$ cat src/rtl/wave_voice_sched_if.sv
// rtl/wave_voice_sched_if.sv - wavetable ROM read port shared by the voice scheduler
// rom_data is registered in the ROM: it is valid the cycle after rom_rd.
interface wave_voice_sched_if #(
    parameter int AW = 8,
    parameter int DW = 8
);
    logic [AW-1:0] rom_addr;
    logic          rom_rd;
    logic [DW-1:0] rom_data;

    modport master (output rom_addr, output rom_rd, input rom_data);
    modport slave  (input rom_addr, input rom_rd, output rom_data);
endinterface

$ cat src/rtl/wave_voice_sched.sv
// rtl/wave_voice_sched.sv - time-shares one wavetable ROM among up to eight tone voices per sample tick
// Optional WAVE_SCHED_OVERRUN_EN adds a sticky tick-while-busy flag.
module wave_voice_sched #(
    parameter int VOICES = 4,
    parameter int DEPTH  = 50,
    parameter int AW     = 8,
    parameter int DW     = 8,
    parameter int MW     = DW + $clog2(VOICES)
) (
    input  logic                   clk_i,
    input  logic                   rst_i,
    input  logic                   sample_tick_i,
    input  logic [VOICES-1:0]      voice_en_i,
    input  logic [VOICES*AW-1:0]   voice_step_i,
    wave_voice_sched_if.master     rom,
    output logic [MW-1:0]          mix_out_o,
    output logic                   mix_valid_o,
    output logic                   busy_o,
    output logic                   overrun_o
);
    localparam int CW = (VOICES > 1) ? $clog2(VOICES) : 1;

    typedef enum logic [1:0] {IDLE, ISSUE, CAPTURE, DONE} state_e;

    state_e              state_q, state_d;
    logic [VOICES-1:0]   pending_q, pending_d;
    logic [CW-1:0]       cur_q, cur_d;
    logic [CW-1:0]       lowest;
    logic [MW-1:0]       acc_q, acc_d;
    logic [AW-1:0]       addr_q, addr_d;
    logic [AW-1:0]       index_q [VOICES];
    logic [AW-1:0]       index_d [VOICES];
    logic [MW-1:0]       mix_q;
    logic                mix_valid_q;
    logic [AW-1:0]       step_raw;
    logic [AW-1:0]       step_sat;
    logic [AW:0]         step_sum;
    logic [AW:0]         step_wrap;

    always_comb begin
        lowest = '0;
        for (int v = VOICES - 1; v >= 0; v--) begin
            if (pending_q[v]) lowest = CW'(v);
        end
    end

    // Index advance uses one extra bit so a single conditional subtract wraps any legal sum.
    always_comb begin
        step_raw  = voice_step_i[int'(cur_q)*AW +: AW];
        step_sat  = ({1'b0, step_raw} >= (AW+1)'(DEPTH)) ? AW'(DEPTH - 1) : step_raw;
        step_sum  = {1'b0, index_q[cur_q]} + {1'b0, step_sat};
        step_wrap = (step_sum >= (AW+1)'(DEPTH)) ? step_sum - (AW+1)'(DEPTH) : step_sum;
    end

    always_comb begin
        state_d   = state_q;
        pending_d = pending_q;
        cur_d     = cur_q;
        acc_d     = acc_q;
        addr_d    = addr_q;
        index_d   = index_q;
        case (state_q)
            IDLE: begin
                for (int v = 0; v < VOICES; v++) begin
                    if (!voice_en_i[v]) index_d[v] = '0;
                end
                if (sample_tick_i) begin
                    pending_d = voice_en_i;
                    acc_d     = '0;
                    state_d   = (|voice_en_i) ? ISSUE : DONE;
                end
            end
            ISSUE: begin
                cur_d             = lowest;
                addr_d            = index_q[lowest];
                pending_d[lowest] = 1'b0;
                state_d           = CAPTURE;
            end
            CAPTURE: begin
                acc_d          = acc_q + MW'(rom.rom_data);
                index_d[cur_q] = step_wrap[AW-1:0];
                state_d        = (|pending_q) ? ISSUE : DONE;
            end
            DONE: state_d = IDLE;
            default: state_d = IDLE;
        endcase
    end

    always_ff @(posedge clk_i) begin
        if (rst_i) begin
            state_q     <= IDLE;
            pending_q   <= '0;
            cur_q       <= '0;
            acc_q       <= '0;
            addr_q      <= '0;
            mix_q       <= '0;
            mix_valid_q <= 1'b0;
            for (int v = 0; v < VOICES; v++) index_q[v] <= '0;
        end else begin
            state_q     <= state_d;
            pending_q   <= pending_d;
            cur_q       <= cur_d;
            acc_q       <= acc_d;
            addr_q      <= addr_d;
            index_q     <= index_d;
            mix_valid_q <= (state_q == DONE);
            if (state_q == DONE) mix_q <= acc_q;
        end
    end

    // Address is presented combinationally in ISSUE so the registered ROM returns data in CAPTURE.
    assign rom.rom_addr = (state_q == ISSUE) ? index_q[lowest] : addr_q;
    assign rom.rom_rd   = (state_q == ISSUE);
    assign mix_out_o    = mix_q;
    assign mix_valid_o  = mix_valid_q;
    assign busy_o       = (state_q != IDLE);

`ifdef WAVE_SCHED_OVERRUN_EN
    logic overrun_q;
    always_ff @(posedge clk_i) begin
        if (rst_i)                                   overrun_q <= 1'b0;
        else if (sample_tick_i && state_q != IDLE)   overrun_q <= 1'b1;
    end
    assign overrun_o = overrun_q;
`else
    assign overrun_o = 1'b0;
`endif
endmodule
$ cat src/flat_wrapper.sv
// flat-port wrapper written by rule: the top's interface ports become plain ports
module wave_voice_sched_flat 
#(
    parameter int VOICES = 4,
    parameter int DEPTH  = 50,
    parameter int AW     = 8,
    parameter int DW     = 8,
    parameter int MW     = DW + $clog2(VOICES)
)
  (clk_i, rst_i, sample_tick_i, voice_en_i, voice_step_i, mix_out_o, mix_valid_o, busy_o, overrun_o, rom_rom_addr, rom_rom_rd, rom_rom_data);
  wave_voice_sched_if #(.AW(AW), .DW(DW)) rom_i ();
  input  logic clk_i;
  input  logic rst_i;
  input  logic sample_tick_i;
  input  logic [VOICES-1:0] voice_en_i;
  input  logic [VOICES*AW-1:0] voice_step_i;
  output logic [MW-1:0] mix_out_o;
  output logic mix_valid_o;
  output logic busy_o;
  output logic overrun_o;
  output wire logic [$bits(rom_i.rom_addr)-1:0] rom_rom_addr;
  output wire logic [$bits(rom_i.rom_rd)-1:0] rom_rom_rd;
  input wire logic [$bits(rom_i.rom_data)-1:0] rom_rom_data;
  assign rom_rom_addr = rom_i.rom_addr;
  assign rom_rom_rd = rom_i.rom_rd;
  assign rom_i.rom_data = rom_rom_data;
  wave_voice_sched #(.VOICES(VOICES), .DEPTH(DEPTH), .AW(AW), .DW(DW), .MW(MW)) u_core (.clk_i(clk_i), .rst_i(rst_i), .sample_tick_i(sample_tick_i), .voice_en_i(voice_en_i), .voice_step_i(voice_step_i), .rom(rom_i), .mix_out_o(mix_out_o), .mix_valid_o(mix_valid_o), .busy_o(busy_o), .overrun_o(overrun_o));
endmodule
$ cat config.mk
export PLATFORM = sky130hd
export DESIGN_NAME = wave_voice_sched_flat
export DESIGN_NICKNAME = d
export VERILOG_FILES = /design/src/rtl/wave_voice_sched_if.sv /design/src/rtl/wave_voice_sched.sv /design/src/flat_wrapper.sv
export SDC_FILE = /design/constraint.sdc
export NUM_CORES = 1
export LEC_CHECK = 0
export ABC_AREA = 1
export BUFFER_PORTS_ARGS = -buffer_cell sky130_fd_sc_hd__buf_4
export CAP_MARGIN = 40
export CELL_PAD_IN_SITES_DETAIL_PLACEMENT = 2
export CELL_PAD_IN_SITES_GLOBAL_PLACEMENT = 2
export CORE_ASPECT_RATIO = 1.5
export CORE_MARGIN = 4
export CORE_UTILIZATION = 32
export CTS_BUF_LIST = sky130_fd_sc_hd__clkbuf_4
export DETAILED_ROUTE_END_ITERATION = 6
export GPL_ROUTABILITY_DRIVEN = 0
export PLACE_DENSITY_LB_ADDON = 0.15
export SYNTH_ARGS = -nofsm -noshare
export SYNTH_HDL_FRONTEND = slang
export SYNTH_SLANG_ARGS = --single-unit
$ cat constraint.sdc
create_clock -name clk_i -period 4.2 [get_ports clk_i]
set_clock_uncertainty 0.15 [all_clocks]
set_input_delay 0.21 -clock clk_i [delete_from_list [all_inputs] [get_ports clk_i]]
set_output_delay 0.21 -clock clk_i [all_outputs]
set_load 0.05 [all_outputs]
# After elaboration in Yosys (flattened, before gate mapping)
# Cells that the tools add are included.
[word_totals]
inputBits = 47
output_inout_bits = 22
wordCells = 79
register_bits = 69
[classes]
order_cmp = 7
n_reduce_logical = 14
n_mux = 31
n_addsub = 3
eq_ne = 8
bitwise = 4
shifts = 1
[op_table]
columns = ["operator", "n"]
rows = [
  ["$mux 8", 12],
  ["$pmux 32 s2", 1],
  ["$bmux 8 s2", 2],
  ["$bwmux 32", 1],
  ["$shiftx 32x6->8", 1],
  ["$pmux 10 s2", 1],
  ["$demux 8 s2", 1],
  ["$mux 2", 7],
  ["$reduce_and 2->1", 6],
  ["$add 10x8->10", 1],
  ["$mux 10", 1],
  ["$ne 2x2->1 const B", 5],
  ["$add 8x8->9", 1],
  ["$ge 9x6->1 const B", 1],
  ["$ge 8x6->1 const B", 1],
  ["$pmux 2 s4", 1],
  ["$pmux 4 s2", 1],
  ["$reduce_or 4->1", 2],
  ["$sub 8x6->8 const B", 1],
  ["$ge 3x3->1 const B", 2],
  ["$not 2->3", 2],
  ["$reduce_bool 2->1", 3],
  ["$and 4x4->4", 1],
  ["$eq 2x2->1 const B", 2],
  ["10 further kinds", 11],
]

# Depth between registers and ports, before layout
# Gate-level depths: netlist (run 1).
[depth]
ltp_word = 11
mapped_depth = 26
depth_no_buf = 25

# Worst setup path before layout (run 1)
# No wires, ideal clock.
[synth_timing]
path_type = "reg2reg"
startpoint = "register u_core.cur_q[1]"
endpoint = "register u_core.index_q[20] (netlist name)"
setup_slack_ps = 944
path_stages_with_launch = 22
setup_time_ps = 132
path_buffers = 1
arrival_ps = 2973
t_required_ps = 3918
period_less_slack_ps = 3256
path_cell_list = "dfxtp_1 nand2_1 inv_2 nand2_1 nand2_1 a221oi_1 nand3_1 a21oi_1 inv_2 nor2_1 inv_2 fa_1 inv_1 nand3_1 nand2_2 xor2_2 nand3_4 nand2_4 buf_6 nand2_2 nand3_1 a21oi_1"
[synth_via]
elab_chain_len = 9
word_cells_on_any_way = 18
cone_classes = "2 x add/sub; 4 x order compare; 1 x shift; 9 x mux; 1 x bitwise; 1 x reduce/logical"
[synth_lines]
columns = ["item", "line", "text"]
rows = [
  ["start: declaration", "wave_voice_sched.sv:27", "logic [CW-1:0] cur_q, cur_d;"],
  ["start signal: assignment", "wave_voice_sched.sv:102", "cur_q <= cur_d;"],
  ["branches (longest 7 deep; another with $add 8x8->9)", "--", ""],
  ["$bwmux 32 (*)", "wave_voice_sched.sv:81", "index_d[cur_q] = step_wrap[AW-1:0];"],
  ["$pmux 32 s2 (*)", "wave_voice_sched.sv:62", "case (state_q)"],
  ["end signal: assignment", "wave_voice_sched.sv:105", "index_q <= index_d;"],
  ["end: declaration", "wave_voice_sched.sv:31", "logic [AW-1:0] index_q [VOICES];"],
]
# Mark *: on every way between the ends. The select of a mux whose other input is x is not followed.
# A chain may end at the register's enable or synchronous reset.

# Worst setup path in the final report (run 1)
[layout_timing]
startpoint = "register u_core.cur_q[0]"
endpoint = "register u_core.index_q[2] (netlist name)"
# The elaborated chain is that of the path after synthesis.

==> results of run 1 <==
worst max-delay path by stage:
stage	from	endpoint	slack [ns]	depth (start not counted)
2_1_floorplan	u_core.cur_q[1]$_SDFFE_PP0P_	u_core.index_q[20]$_SDFFE_PP0P_	0.94	21
3_3_place_gp	u_core.cur_q[0]$_SDFFE_PP0P_	u_core.index_q[1]$_SDFFE_PP0P_	0.24	18
3_5_place_dp	u_core.cur_q[0]$_SDFFE_PP0P_	u_core.index_q[23]$_SDFFE_PP0P_	0.05	21
4_1_cts	u_core.cur_q[0]$_SDFFE_PP0P_	u_core.index_q[2]$_SDFFE_PP0P_	0.006	24
5_1_grt	u_core.cur_q[0]$_SDFFE_PP0P_	u_core.index_q[3]$_SDFFE_PP0P_	-0.01	24
6_report	u_core.cur_q[0]$_SDFFE_PP0P_	u_core.index_q[2]$_SDFFE_PP0P_	0.43	24
cell usage after synthesis (2+ instances only):
library cell / n
nor2_2: 3
dfxtp_1: 69
inv_1: 54
o211ai_1: 4
a22oi_1: 17
fa_1: 2
nand2_2: 4
inv_2: 9
clkbuf_1: 13
a41oi_1: 5
nand3_1: 53
nor2_1: 66
a21oi_1: 69
a211oi_1: 2
buf_2: 3
a21o_1: 2
nor3_1: 2
nand2_1: 149
nand4_1: 11
ha_1: 18
o21ai_0: 32
and2_1: 7
a221oi_1: 4
critical path, delay by kind of cell (launching register included):
family | cells | cell delay (ns)
AOI/OAI and AO/OA | 3 | 0.66
and+or+nand+nor | 15 | 1.66
buffers and inverters | 5 | 0.43
DFF | 1 | 0.37
adders and majority gates | 1 | 0.41
metal layers:
metal | global-route usage | up-vias | routed length, µm
li1 | - | 2219 | -
met1 | 0.230 | 2255 | 6090
met2 | 0.436 | 78 | 9360
met3 | 0.0297 | 23 | 460
met4 | 0.0752 | 0 | 368
met5 | 0 | - | 0
state kept, by name, indices dropped and copies added (netlist names):
| register | count |
|---|---|
| u_core.acc_q | 10 |
| u_core.addr_q | 8 |
| u_core.cur_q | 2 |
| u_core.index_q | 32 |
| u_core.mix_out_o | 10 |
| u_core.mix_valid_o | 1 |
| u_core.pending_q | 4 |
| u_core.state_q | 2 |
report_power, final:
group / switching [mW] / internal, mW / total (mW)
clock: 0.264 / 0.197 / 0.461
combinational: 0.455 / 0.206 / 0.661
sequential: 0.0187 / 0.679 / 0.698
total: 0.738 / 1.08 / 1.82
cells in the final DEF, fill, tap and decap left out, types with 3 or more instances in the layout:
cell	count
o21ai_0	32
inv_2	8
nand2_2	5
nand2_1	148
o211ai_1	4
clkinv_4	3
clkbuf_4	11
buf_4	73
nor2_2	4
inv_1	54
a41oi_1	5
nand3_1	53
nor2_1	65
ha_1	18
conb_1	3
nand4_1	11
dfxtp_1	67
and2_1	7
dlygate4sd3_1	6
a21oi_1	68
a22oi_1	17
final cells by class:
class                      count  area share
multi-input combinational    468       0.492
sequential                    69       0.273
timing repair buffer          79       0.120
inverter                      64      0.0478
tap                          156      0.0385
clock buffer                  11      0.0163
clock inverter                 5      0.0121
antenna                        1    0.000493
repair_timing:
action	CTS	global route
hold endpoints to repair	5	0
endpoints found under the setup margin	0	28
gates resized for setup	0	11
hold buffers	6	0
per-stage QoR:
| stage | hold WS (ns) | worst slack (ns) |
|---|---|---|
| floorplan | 0.208 | 0.944 |
| global placement | 0.294 | 0.236 |
| detailed placement | 0.309 | 0.0536 |
| CTS | 0.00142 | 0.00646 |
| global route | 0.0433 | -0.00986 |
| finish | 0.0171 | 0.425 |
cell families (layout without fill, tap and decap cells):
family	count (synthesis)	after routing	share of synthesized area
AOI/OAI and AO/OA	141	141	0.198
xor gates and xnor gates	3	3	0.00813
adders and majority gates	20	20	0.0638
buffers and inverters	82	159	0.0777
DFF	69	69	0.332
other	1	4	0.000902
and+or+nand+nor	301	301	0.319
==> out/results.txt, run 1 <==
outcome = complete, no violations
Initial Util = 0.331
Max-Cap Viols = 0
CTS H-tree depth = 3
Worst setup EP type = flop
Area growth syn-to-layout = 22.1%
CTS clk-pin slew, worst paths = 0.12 ns
dpl cells = 830
Sum Neg Setup Slack = 0 ns
slowest stage delay, CP = 0.41 ns
final hold vios = 0
Die Width = 101 µm
GRT Util Overall = 0.221
Total Wirelength = 16300 µm
DRC violations left = 0
fin. max-slew vios = 0
placed cell areas = 0.00482 mm²
Mean Syn Cell Area = 6.74 µm²
Area contributors post-synth = dfxtp_1 (33%), nand2_1 (13%), a21oi_1 (8.3%)
CP Data Arrival Time = 4.00 ns
Synth Warn # = 0
reg2reg path depth = 24
fin cells = 853
endpoints failing setup = 0
ANT nets after route = 0
post-route cell area = 0.00507 mm²
max_slew headroom = 0.431
Tcrit/Tclk final = 0.899
Worst Setup Start Kind = flop
min-delay src = rom_rom_data[0]
clock sinks = 69
global route overflow = 0
Final Util = 0.404
post-CTS setup buffers = 0
crit-path most repeated cell = nand2_1
worst r2r src = u_core.cur_q[0]$_SDFFE_PP0P_
R2R setup slack = 0.43 ns
vias per cell = 5.36
peak supply drop = 0.109 mV
CTS tree = done
port bufs = 67
f_max = 265 MHz
Tot Pwr = 1.82 mW
largest area contributor in the netlist = dfxtp_1
Cell Pwr Density = 359 mW/mm²
Cells after Synth = 617
layout cells sized above 1 = 0.174
CTS max path bufs = 2
Critical-path top delay cell = fa_1
Mapped Area = 0.00416 mm²
vias = 4575
Top Ports = 69
clock latency on the worst-skew pair = 0.46 ns
Worst Path Max Fanout = 14
Initial DRC Count = 148
first-pass GRT wire length = 25800 µm
CTS Root Buffer Type = clkbuf_4
Pre-antenna DRT Iters = 6
worst r2r dst = u_core.index_q[2]$_SDFFE_PP0P_
drt wl/cell = 19.1 µm
min-delay worst type = input pin to flop
hold path cells = 4
Crit Path Category = flop to flop
Die Height = 148 µm
layout net count = 758
post-DP HPWL = 12500 µm
sequential area share after synthesis = 0.332
Synth Flop Type = dfxtp_1
Worst-Margin Slew = 0.851 ns
FFs w/ async S/R, synth = 0
initial antenna violation count = 1
count of cell types in the netlist = 42
die area = 0.0149 mm²
Core ar. = 0.0126 mm²
largest net degree at the start of global routing = 49
Seq. cell area = 0.00138 mm²
row cnt = 50
worst hold endpoint = u_core.acc_q[0]$_SDFFE_PP0P_
required time worst endpoint = 4.43 ns
P_leak = 2.22 nW
FF+latch count, synth = 69
Fillers = 1558
Tmin final = 3.77 ns
post-synth top area share = 0.332
EDFF count, synth = 0
vias in the first global route = 4981
multi-input logic area = 0.00250 mm²
CP Cell Sequence = nand2_2 > inv_4 > nand2_1 > nand2_1 > a221oi_4 > nand3_1 > a21oi_2 > inv_2 > nor2_1 > inv_2 > fa_1 > inv_1 > nand3_1 > nand2_2 > nand2_1 > nand2_1 > nand2_1 > nand2_2 > inv_2 > nor2_8 > nand2_4 > nand2_1 > nand3_1 > a21oi_1
CTS Buf Count = 9
(Power assumes the default switching activity.)
==> inputs of run 2 (changes only) <==
Settings changed: ABC_AREA 1 to 0.
Clock period 4.2 ns to 3.25 ns, I/O delays scaled along.
==> run 2 against run 1 <==
Effect of this change: the run now ends with setup timing left; largest cell class unchanged; final cell count is 3.0% lower; critical endpoint is now u_core.index_q[21]$_SDFFE_PP0P_; non-clock buffer count up 83; flip-flop and latch count unchanged; via count rose by 9.0%; core utilization is 6.8 points higher; setup slack lost 1.4 ns; register-to-register slack lost 1.4 ns; maximum frequency down 11%; first-iteration DRC count up 16%; global-route usage up 2.4 points; sequential share of layout area down 5.7 points.
==> out/results.txt, run 2 <==
outcome = finished with violations
failing checks = setup timing
Final Worst Setup Slack = -0.994 ns
Max-Cap Viols = 0
Initial Util = 0.330
FF+latch count, synth = 69
Largest Register = u_core.index_q
endpoints failing setup = 28
CTS max path bufs = 2
worst r2r src = u_core.cur_q[0]$_SDFFE_PP0P_
post-route cell area = 0.00641 mm²
commonest non-fill, non-tap cells in the layout = buf_4 (134), dfxtp_1 (68), nand2_1 (54)
CTS Buf Count = 9
Setup WS pre-CTS = -1.09 ns
min-delay worst type = input pin to flop
P_leak = 2.54 nW
initial antenna violation count = 1
FFs w/ async S/R, synth = 0
vias in the first global route = 5418
Worst setup EP type = flop
Synth Warn # = 0
Cell Pwr Density = 442 mW/mm²
most common cell in the netlist = dfxtp_1
CTS Root Buffer Type = clkbuf_4
Worst Path Buf+Inv = 3
min-delay src = rom_rom_data[7]
placed cell areas = 0.00553 mm²
CTS H-tree depth = 3
commonest non-fill, non-tap cell in the layout = buf_4
Critical-path top delay cell = mux4_2
row cnt = 52
CP Cell Sequence = mux4_2 > o311a_4 > a211oi_4 > nand2b_1 > ha_2 > inv_2 > fa_2 > ha_4 > and2_4 > mux2_4 > a211oi_4 > buf_4 > nor3_4 > buf_6 > o31ai_2
reg2reg path depth = 15
first-pass GRT wire length = 30500 µm
Post-synth top cells = dfxtp_1 (69), nand2_1 (55), nor2_1 (47), a21oi_1 (38), nand3_1 (25)
Pre-antenna DRT Iters = 5
vias per cell = 6.03
Mean Syn Cell Area = 8.65 µm²
Total Wirelength = 21200 µm
Synth Flop Type = dfxtp_1
required time worst endpoint = 3.44 ns
worst r2r dst = u_core.index_q[21]$_SDFFE_PP0P_
Die Height = 153 µm
post-DP HPWL = 14000 µm
final hold vios = 0
Mapped Area = 0.00448 mm²
Fillers = 1457
clock latency on the worst-skew pair = 0.43 ns
critical path's top delay family = compound AO/OA/AOI/OAI gates
drt wl/cell = 25.6 µm
GRT Util Overall = 0.245
Worst-Margin Slew = 0.828 ns
crit-path most repeated cell = a211oi_4
CTS clk-pin slew, worst paths = 0.13 ns
post-synth top area share = 0.308
largest area contributor in the netlist = dfxtp_1
layout cells sized above 1 = 0.373
max reg flops = 32
vias = 4985
RSZ-0062 raised after global routing = yes
clock sinks = 69
hold path cells = 4
fin. max-slew vios = 0
Gate power share = 0.479
Cells after Synth = 518
multi-input logic area = 0.00331 mm²
Core ar. = 0.0136 mm²
f_max = 236 MHz
Int Pwr = 1.69 mW
Area contributors post-synth = dfxtp_1 (31%), mux4_2 (7.0%), ha_1 (5.0%)
global route overflow = 0
Tmin final = 4.24 ns
clock power share = 0.205
port bufs = 67
Sw Share = 0.403
peak supply drop = 0.207 mV
Final Util = 0.471
net switching power = 1.14 mW
Reg power frac = 0.316
Top Ports = 69
Initial DRC Count = 171
Hold Slack = 0.122 ns
CTS tree = done
Worst Setup Start Kind = flop
Die Width = 105 µm
Tcrit/Tclk final = 1.31
layout net count = 727
max_slew headroom = 0.446
Seq. cell area = 0.00139 mm²
R2R setup slack = -0.99 ns
largest net degree at the start of global routing = 42
worst hold endpoint = u_core.acc_q[8]$_SDFFE_PP0P_
Crit Path Category = flop to flop
ANT nets after route = 0
Worst Path Max Fanout = 5
slowest stage delay, CP = 0.54 ns
Area growth syn-to-layout = 43.0%
DRC violations left = 0
count of cell types in the netlist = 65
CP Data Arrival Time = 4.43 ns
die area = 0.0160 mm²
sequential area share after synthesis = 0.308
EDFF count, synth = 0
==> run 2: repair_timing <==
action	in CTS	in global routing
endpoints found under the hold margin	12	0
setup endpoints to repair	28	28
pin swaps	33	35
gates resized for setup	49	34
hold buffers	9	0
setup buffers	14	9
==> run 2: layout make-up <==
class	count	area share
clock buffer	9	0.0105
multi-input combinational	405	0.516
sequential	69	0.216
antenna	1	0.000391
inverter	13	0.00762
timing repair buffer	162	0.208
clock inverter	6	0.00996
tap	162	0.0316
==> run 2: worst register-to-register path: stages, from the launching register on <==
cell	delay, ns
dfxtp_4	0.41
mux4_2	0.54
o311a_4	0.40
a211oi_4	0.26
nand2b_1	0.11
ha_2	0.21
inv_2	0.06
fa_2	0.48
ha_4	0.19
and2_4	0.13
mux2_4	0.31
a211oi_4	0.31
buf_4	0.18
nor3_4	0.05
buf_6	0.15
o31ai_2	0.21
==> run 2: power groups by stage <==
stage          combinational [mW]  sequential [mW]  clock (mW)
2_1_floorplan               0.556            0.901           0
3_3_place_gp                0.884            0.912           0
3_5_place_dp                0.919            0.914           0
4_1_cts                      1.14            0.895       0.609
5_1_grt                      1.42            0.899       0.635
6_report                     1.36            0.895       0.582
==> run 2: through the flow <==
step | setup TNS (ns) | cells | total power, mW
after floorplan | -21.43 | 520 | 1.46
after global placement | -19.50 | 779 | 1.80
after detailed placement | -25.45 | 779 | 1.83
after CTS | -20.22 | 817 | 2.65
after global routing | -29.59 | 827 | 2.96
final | -25.17 | 827 | 2.83
==> run 2: logic make-up after synthesis <==
family          synth area share
xor+xnor                  0.0268
mux                       0.0835
simple gates               0.212
buf+inv                   0.0447
flops                      0.308
compound gates             0.265
fa+ha+maj                 0.0592
other cells             0.000837
==> run 2: worst max-delay path by stage <==
stage                                             from                              end  slack, ns  depth (start not counted)
after floorplan           u_core.cur_q[0]$_SDFFE_PP0P_  u_core.index_q[10]$_SDFFE_PP0P_      -0.83                         15
after global placement    u_core.cur_q[0]$_SDFFE_PP0P_  u_core.index_q[10]$_SDFFE_PP0P_      -0.76                         12
after detailed placement  u_core.cur_q[0]$_SDFFE_PP0P_  u_core.index_q[25]$_SDFFE_PP0P_      -1.09                         15
after CTS                 u_core.cur_q[0]$_SDFFE_PP0P_  u_core.index_q[29]$_SDFFE_PP0P_      -0.78                         16
after global routing      u_core.cur_q[0]$_SDFFE_PP0P_  u_core.index_q[21]$_SDFFE_PP0P_      -1.18                         15
final                     u_core.cur_q[0]$_SDFFE_PP0P_  u_core.index_q[21]$_SDFFE_PP0P_      -0.99                         15
==> run 2: metal layers <==
metal,global-route usage,vias up,share of wire
met5,0,-,0
met2,0.473,171,0.56
li1,-,2225,-
met4,0.148,0,0.063
met3,0.0388,73,0.039
met1,0.241,2516,0.34
==> inputs of run 3 (changes only) <==
Settings changed: CORE_UTILIZATION 32 to 36, PLACE_DENSITY_LB_ADDON 0.15 to 0.1.
Clock period 3.25 ns to 4.13 ns, I/O delays scaled along.
==> run 3 against run 2 <==
Effect of this change: the run now ends clean; critical path type unchanged; cell area fell by 10%; combinational power is 38% lower; core utilization rose by 0.53 points; flip-flop and latch count did not move; count of clock-buffer cells in the layout stayed put; maximum frequency rose by 3.9%; setup slack better by 1.0 ns; sequential share of layout area grew 2.4 points; wire length down 14%; power is 29% lower; largest power group unchanged; register-to-register slack improved by 1.0 ns.
==> out/results.txt, run 3 (synthesis results as in run 2) <==
clock latency on the worst-skew pair = 0.44 ns
vias = 4599
met2 routed wirelength = 10700 µm
max reg flops = 32
Max-Cap Viols = 0
DRC violations left = 0
clock sinks = 69
fin. max-slew vios = 0
Die Height = 145 µm
Initial DRC Count = 189
row cnt = 49
P_leak = 2.23 nW
layout net count = 676
Final Util = 0.477
DRT met1 WL = 6590 µm
Tcrit/Tclk final = 0.989
largest net degree at the start of global routing = 42
Setup WS pre-CTS = -0.184 ns
Area growth syn-to-layout = 28.4%
post-DP HPWL = 13100 µm
CTS max path bufs = 2
drt wl/cell = 23.7 µm
peak supply drop = 0.159 mV
post-route cell area = 0.00576 mm²
Cell Pwr Density = 351 mW/mm²
Antenna diodes = 0
placed cell areas = 0.00529 mm²
CP Data Arrival Time = 4.30 ns
initial antenna violation count = 0
Tot Pwr = 2.02 mW
port bufs = 67
min-delay worst type = input pin to flop
die area = 0.0143 mm²
Fillers = 1322
Pre-antenna DRT Iters = 4
final hold vios = 0
Tmin final = 4.08 ns
commonest non-fill, non-tap cell in the layout = buf_4
multi-input logic area = 0.00310 mm²
Crit Path Category = flop to flop
fin cells = 767
CTS Buf Count = 9
met3 routed WL = 451 µm
Worst-Margin Slew = 0.875 ns
Final Worst Setup Slack = 0.0463 ns
Die Width = 99.1 µm
Seq. cell area = 0.00139 mm²
Largest Register = u_core.index_q
CTS H-tree depth = 3
GRT Util Overall = 0.249
Top Ports = 69
max_slew headroom = 0.415
dpl cells = 739
RSZ-0062 raised after global routing = yes
vias in the first global route = 5132
endpoints failing setup = 0
CTS Root Buffer Type = clkbuf_4
global route overflow = 0
CTS clk-pin slew, worst paths = 0.14 ns
Hold Slack = 0.0501 ns
Total Wirelength = 18200 µm
layout cells sized above 1 = 0.296
CTS tree = done
Worst setup EP type = flop
Sum Neg Setup Slack = 0 ns
max layer used = met4
Initial Util = 0.371
required time worst endpoint = 4.34 ns
ANT nets after route = 0
Worst Path Max Fanout = 8
first-pass GRT wire length = 27700 µm
Core ar. = 0.0121 mm²
commonest non-fill, non-tap cells in the layout = buf_4 (100), dfxtp_1 (68), nand2_1 (55)
outcome = complete, no violations
f_max = 245 MHz
vias per cell = 6.00
Worst Setup Start Kind = flop
## run 3: cell types whose count changed in the layout (fill, tap and decap cells not counted), sizes merged
cell	delta
diode	-1
clkinv	+3
dlygate4sd3	-3
buf	-48
clkinvlp	-2
## run 3: where the power goes
group	internal, mW	switching (mW)	total, mW
clock network	0.187	0.285	0.472
logic	0.348	0.493	0.841
registers	0.683	0.0223	0.705
total	1.22	0.800	2.02
## run 3: path summary, 6_finish.rpt
check,cells after the start,startpoint,slack (ns),end
min reg2reg,2,u_core.mix_out_o[9]$_SDFFE_PP0P_,0.32,u_core.mix_out_o[9]$_SDFFE_PP0P_
min,2,rst_i,0.05,u_core.mix_valid_o$_SDFF_PP0_
max reg2reg,14,u_core.cur_q[0]$_SDFFE_PP0P_,0.05,u_core.index_q[31]$_SDFFE_PP0P_
max,14,u_core.cur_q[0]$_SDFFE_PP0P_,0.05,u_core.index_q[31]$_SDFFE_PP0P_
## run 3: layout make-up
class,count,share of cell area
well taps,153,0.0333
repair buffers,111,0.154
multi-input cells,405,0.539
clock inverters,7,0.0128
clock buffers,9,0.0117
inverters,13,0.00848
flip-flops and latches,69,0.241
## run 3: what timing repair did
| item | CTS | global route |
|---|---|---|
| setup buffers | 1 | 7 |
| gates resized for setup | 4 | 34 |
| hold buffers | 6 | 0 |
| pin swaps | 3 | 15 |
| hold endpoints to repair | 7 | 0 |
| setup endpoints to repair | 27 | 28 |
## run 3: metal layers
metal | vias up | global-route usage
li1 | 2120 | -
met4 | 0 | 0.104
met2 | 89 | 0.504
met3 | 31 | 0.0302
met1 | 2359 | 0.252
met5 | - | 0
## run 3: worst max-delay path: stages, from the launching register on
cell and delay (ns):
dfxtp_4 0.41, mux4_2 0.55, o311a_1 0.36, a211oi_2 0.26, nand2b_1 0.12, ha_2 0.20, inv_2 0.05, fa_2 0.46
ha_4 0.19, and2_4 0.15, mux2_4 0.31, a211oi_4 0.32, buf_4 0.19, nor3_4 0.07, o31ai_2 0.24
